**src/rtl/mutex_client_pkg.sv**
```systemverilog
// Shared types and constants for the Avalon-MM hardware mutex client.
// The slave's mutex word is {owner[31:16], value[15:0]}; value 0 means free.
package mutex_client_pkg;

  typedef enum logic [2:0] {
    IDLE,
    WR_LOCK,
    RD_CHECK,
    BACKOFF,
    HELD,
    WR_REL
  } state_t;

  localparam logic        MUTEX_ADDR_VALUE = 1'b0;
  localparam logic        MUTEX_ADDR_RESET = 1'b1;
  localparam logic [15:0] MUTEX_FREE_VALUE = 16'h0000;

  function automatic logic [31:0] mutex_word(input logic [15:0] owner, input logic [15:0] value);
    return {owner, value};
  endfunction

endpackage

```
**src/rtl/mutex_backoff_timer.sv**
```systemverilog
// Loadable down-counter that parks at zero; done is high whenever it is zero.
module mutex_backoff_timer #(
  parameter int W = 5
) (
  input  logic         clk,
  input  logic         reset_n,
  input  logic         load,
  input  logic [W-1:0] load_val,
  output logic         done
);

  logic [W-1:0] count;

  always_ff @(posedge clk or negedge reset_n) begin
    if (!reset_n)              count <= '0;
    else if (load)             count <= load_val;
    else if (count != '0)      count <= count - W'(1);
  end

  assign done = (count == '0);

endmodule

```
**src/rtl/mutex_client.sv**
```systemverilog
// Acquires/releases a shared hardware mutex over Avalon-MM on behalf of local logic.
// Write {owner,value}, read back to confirm ownership, back off and retry on contention.
module mutex_client
  import mutex_client_pkg::*;
#(
  parameter logic [15:0] OWNER_ID       = 16'h0001,
  parameter logic [15:0] LOCK_VALUE     = 16'h0001,
  parameter int          MAX_RETRIES    = 8,
  parameter int          BACKOFF_CYCLES = 16
) (
  input  logic        clk,
  input  logic        reset_n,
  input  logic        acq_req,
  input  logic        rel_req,
  output logic        granted,
  output logic        busy,
  output logic        acq_err,
  output logic        avm_address,
  output logic        avm_chipselect,
  output logic        avm_read,
  output logic        avm_write,
  output logic [31:0] avm_writedata,
  input  logic [31:0] avm_readdata,
  input  logic        avm_waitrequest
);

  localparam int             BW           = $clog2(BACKOFF_CYCLES + 1);
  localparam logic [31:0]    LOCK_WORD    = mutex_word(OWNER_ID, LOCK_VALUE);
  localparam logic [31:0]    REL_WORD     = mutex_word(OWNER_ID, MUTEX_FREE_VALUE);
  localparam logic [BW-1:0]  BACKOFF_LOAD = BW'(BACKOFF_CYCLES - 1);
  localparam logic [7:0]     RETRY_LIMIT  = 8'(MAX_RETRIES);

  state_t      state, next_state;
  logic [7:0]  retries;
  logic        backoff_done, check_fail, out_of_retries;
  logic        nxt_write, nxt_read, nxt_busy, nxt_err;
  logic [31:0] nxt_wdata;

  assign check_fail     = (state == RD_CHECK) && !avm_waitrequest && (avm_readdata != LOCK_WORD);
  assign out_of_retries = (retries + 8'd1) == RETRY_LIMIT;
  assign avm_address    = MUTEX_ADDR_VALUE;

  mutex_backoff_timer #(.W(BW)) u_backoff (
    .clk      (clk),
    .reset_n  (reset_n),
    .load     (check_fail && !out_of_retries),
    .load_val (BACKOFF_LOAD),
    .done     (backoff_done)
  );

  always_ff @(posedge clk or negedge reset_n) begin
    if (!reset_n) state <= IDLE;
    else          state <= next_state;
  end

  always_comb begin
    next_state = state;
    unique case (state)
      IDLE:     if (acq_req) next_state = WR_LOCK;
      WR_LOCK:  if (!avm_waitrequest) next_state = RD_CHECK;
      RD_CHECK: if (!avm_waitrequest) begin
                  if (avm_readdata == LOCK_WORD) next_state = HELD;
                  else if (out_of_retries)       next_state = IDLE;
                  else                           next_state = BACKOFF;
                end
      BACKOFF:  if (backoff_done) next_state = WR_LOCK;
      HELD:     if (rel_req) next_state = WR_REL;
      WR_REL:   if (!avm_waitrequest) next_state = IDLE;
      default:  next_state = IDLE;
    endcase
  end

  always_ff @(posedge clk or negedge reset_n) begin
    if (!reset_n)                             retries <= '0;
    else if (state == IDLE && acq_req)        retries <= '0;
    else if (check_fail)                      retries <= retries + 8'd1;
  end

  // Strobes are decoded from next_state so they appear with the state and hold through waitrequest.
  always_comb begin
    nxt_write = (next_state == WR_LOCK) || (next_state == WR_REL);
    nxt_read  = (next_state == RD_CHECK);
    nxt_busy  = (next_state != IDLE) && (next_state != HELD);
    nxt_err   = check_fail && out_of_retries;
    nxt_wdata = '0;
    if (next_state == WR_LOCK)     nxt_wdata = LOCK_WORD;
    else if (next_state == WR_REL) nxt_wdata = REL_WORD;
  end

  // granted follows the state register, so it trails HELD entry and exit by one edge.
  always_ff @(posedge clk or negedge reset_n) begin
    if (!reset_n) begin
      granted        <= 1'b0;
      busy           <= 1'b0;
      acq_err        <= 1'b0;
      avm_chipselect <= 1'b0;
      avm_read       <= 1'b0;
      avm_write      <= 1'b0;
      avm_writedata  <= '0;
    end else begin
      granted        <= (state == HELD);
      busy           <= nxt_busy;
      acq_err        <= nxt_err;
      avm_chipselect <= nxt_write || nxt_read;
      avm_read       <= nxt_read;
      avm_write      <= nxt_write;
      avm_writedata  <= nxt_wdata;
    end
  end

endmodule

```
**config.mk**
```make
export PLATFORM = sky130hd
export DESIGN_NAME = mutex_client
export DESIGN_NICKNAME = d
export VERILOG_FILES = /design/src/rtl/mutex_client_pkg.sv /design/src/rtl/mutex_backoff_timer.sv /design/src/rtl/mutex_client.sv
export SDC_FILE = /design/constraint.sdc
export NUM_CORES = 1
export LEC_CHECK = 0
export CORE_MARGIN = 5
export CORE_UTILIZATION = 39
export DETAILED_ROUTE_END_ITERATION = 10
export PLACE_DENSITY = 0.86
export SLEW_MARGIN = 10
export SYNTH_ARGS = -nofsm -noshare
export SYNTH_HDL_FRONTEND = slang
export SYNTH_SLANG_ARGS = --single-unit
```
**constraint.sdc**
```tcl
create_clock -name clk -period 1.8 [get_ports clk]
set_input_delay 0.36 -clock clk [delete_from_list [all_inputs] [get_ports clk]]
set_output_delay 0.36 -clock clk [all_outputs]
set_load 0.02 [all_outputs]
```
==> flow_summary.ini <==
[critical_path]
path_delay_family = compound AO/OA/AOI/OAI gates
crit_path_top_delay_cell = a311oi_1
crit_chain = clkdlybuf4s50_1, buf_4, nor2b_1, a21oi_1, a311oi_1, or2_2, o21ai_0
path_max_fanout = 3
path_class = input port to register
cpPeakStageDelay_ns = 0.46
critPathLaunchType = input port
arrival_ns = 1.93
cp-end-kind = register
required_ns = 1.94
path_buf_inv = 2

[floorplanning]
core_area_um2 = 3610
die_area_um2 = 4960
die_h_um = 70.5
pin_count = 76
start_util_pct = 39.5
rows = 22
die_w_um = 70.5

[synth]
yosysTopAreaCell = dfrtp_1
synth_fa_ha_area_share_pct = 1.76
synthArstFlopShare_pct = 100
synth_top_area_share_pct = 40.4
yosysUniqueCellTypes = 38
syn_inst = 155
yosys.area_share.simple_pct = 23.6
synth_most_common_cell = buf_4
synth_compound_area_share_pct = 11.0
synthXorXnorAreaFrac_pct = 1.84
ys.flop_type = dfrtp_1
synth_top_family_by_area = simple AND/OR/NAND/NOR gates
muxShareOfSynthArea_pct = 0.702
ys_ff_latch = 23
yosys-top-cells-area = dfrtp_1, buf_4, nand3_1, o211ai_1, nor4_1
synth_seq_area_share_pct = 40.4
yosysWarnings = 0
syn_area_um2 = 1430
syn_area_per_cell_um2 = 9.19
synth_top_cells_by_count = buf_4, dfrtp_1, nand3_1, nand2_1
synth-edff-count = 0

[run]
maxCapViolations = 0

[global_routing]
antenna_found_initial = 0
grt_max_degree = 24
grt_pass1_vias = 1174
grt_usage_pct = 12.3
gr-total-overflow = 0
grt_pass1_wl_um = 5030

[clocking]
cts_tree = done
worstSkewPairLatency_ns = 0.26
cts.clk_slew.worst_paths_ns = 0.08
cts_hold_buf = 0
cts_buffers = 3
root_buffer = clkbuf_8
clkSinkCount = 23
cts_max_level = 1
clockBufferDepth = 2
post-cts-setup-buffers = 0

[layout]
seq_area_um2 = 576
syn2layout_area_growth_pct = 37.7
fin_util_pct = 54.4
drive_gt1_share_pct = 14.1
multiInputGateArea_um2 = 741
nets = 245
antenna_cells = 0
nFillCells = 328

[power]
p_comb_share_pct = 44.8
leakagePower_uw = 0.000837
powerDensity_nw_per_um2 = 1030
p_clk_share_pct = 15.7
ir_drop_mv = 0.446
switching_share_pct = 37.8
intPower_uw = 1260
p_seq_share_pct = 39.5
p_sw_uw = 763

[place]
post-place-ws_ns = -0.378
dp_hpwl_um = 2480
io_buffers = 44
routabilityCongestion = 0.922

[sta]
final.min_clock_period_ns = 1.79
fmax_mhz = 560
timing.final.ws_setup_ns = 0.0144
slew_violations = 0
setup-violations-final = 0
rsz0062_at_grt = true
fin_crit_sh_pct = 99.2
finalClockSkew_ns = 0.00301
hold_violations = 0
whs_ns = 0.444

[drt]
post-route-drc-count = 0
vias = 1152
wl_um = 3250
ant_nets = 0
drt-initial-drc-count = 31
first_pass_iters = 4
wl_per_cell_um = 12.8
vias_per_cell = 4.55

[worst_hold_path]
hp-class = input port to asynchronous set/reset pin

[status]
status = finished clean
registers in the layout (all words and copies together), names as in the netlist:
name             cells
retries              8
u_backoff.count      5
state                3
avm_writedata        2
acq_err              1
avm_chipselect       1
avm_read             1
busy                 1
granted              1
layout by cell type, fill, tap and decap left out, types with 2 or more instances in the layout:
master,n
nand4_1,4
nor4b_2,2
clkbuf_8,3
a21oi_1,4
dfrtp_1,23
or2_2,3
ha_1,2
o21ai_0,5
buf_4,8
or3_1,4
or2_4,2
nand2_1,8
dlymetal6s2s_1,2
xor2_1,2
nor4_2,4
nand3_1,11
nor2_1,5
nor4_1,2
clkdlybuf4s50_1,42
inv_1,6
nand2b_1,4
o211ai_1,6
nor3_1,2
conb_1,31
area by class of cell:
type	count	area share (%)
Clock inverter	1	0.255
Multi-Input combinational cell	119	37.8
Clock buffer	3	2.10
Tap cell	48	3.06
Timing Repair Buffer	53	26.3
Sequential cell	23	29.3
Inverter	6	1.15
final timing paths:
kind	slack, ns	cells after the start	end	startpoint
max	0.01	7	avm_chipselect$_DFF_PN0_	avm_waitrequest
min reg2reg	0.54	1	u_backoff.count[4]$_DFFE_PN0P_	u_backoff.count[4]$_DFFE_PN0P_
min	0.44	2	avm_writedata[0]$_DFF_PN0_	reset_n
max in group asynchronous	1.13	2	acq_err$_DFF_PN0_	reset_n
min in group clk	0.54	1	u_backoff.count[4]$_DFFE_PN0P_	u_backoff.count[4]$_DFFE_PN0P_
max reg2reg	0.03	6	retries[5]$_DFFE_PN0P_	state[2]$_DFF_PN0_
metal layers:
metal / track usage (%) / vias up / wire length [um]
li1: - / 582 / -
met1: 12.5 / 534 / 1220
met2: 24.7 / 34 / 1810
met3: 3.45 / 2 / 195
met4: 1.91 / 0 / 17
met5: 0 / - / 0
through the flow:
stage	TNS (ns)	instances	instance area (um2)	power, uW
after floorplan	0	185	1540	1390
after global placement	-3.75	249	1840	1610
after detailed placement	-4.98	249	1840	1640
after CTS	0	253	1900	1990
after global routing	-0.331	253	1960	2170
final	0	253	1960	2020
cell families after synthesis:
family | Yosys count
AND/OR/NAND/NOR | 58
buffers and inverters | 43
AO/OA/AOI/OAI | 24
flip-flops | 23
XOR/XNOR | 3
adder cells (fa/ha/maj) | 2
other | 1
multiplexers | 1
power by group through the flow:
stage	Combinational, uW	Clock (uW)	Sequential, uW
after global placement	826	0	786
after global routing	996	353	824
after floorplan	565	0	820
after CTS	869	332	785
after detailed placement	846	0	798
final	906	317	798
repair_timing:
action | 4_1_cts | 5_1_grt
pin swaps | 2 | 3
endpoints found under the setup margin | 7 | 17
gates resized for setup | 4 | 12
worst reg2reg max path, stage by stage, from the launching register on:
cell	delay [ns]
dfrtp_1	0.48
nor3b_4	0.31
nand2b_1	0.11
o21bai_1	0.18
buf_6	0.16
or3_1	0.35
o211ai_1	0.10
(Power assumes the default switching activity.)
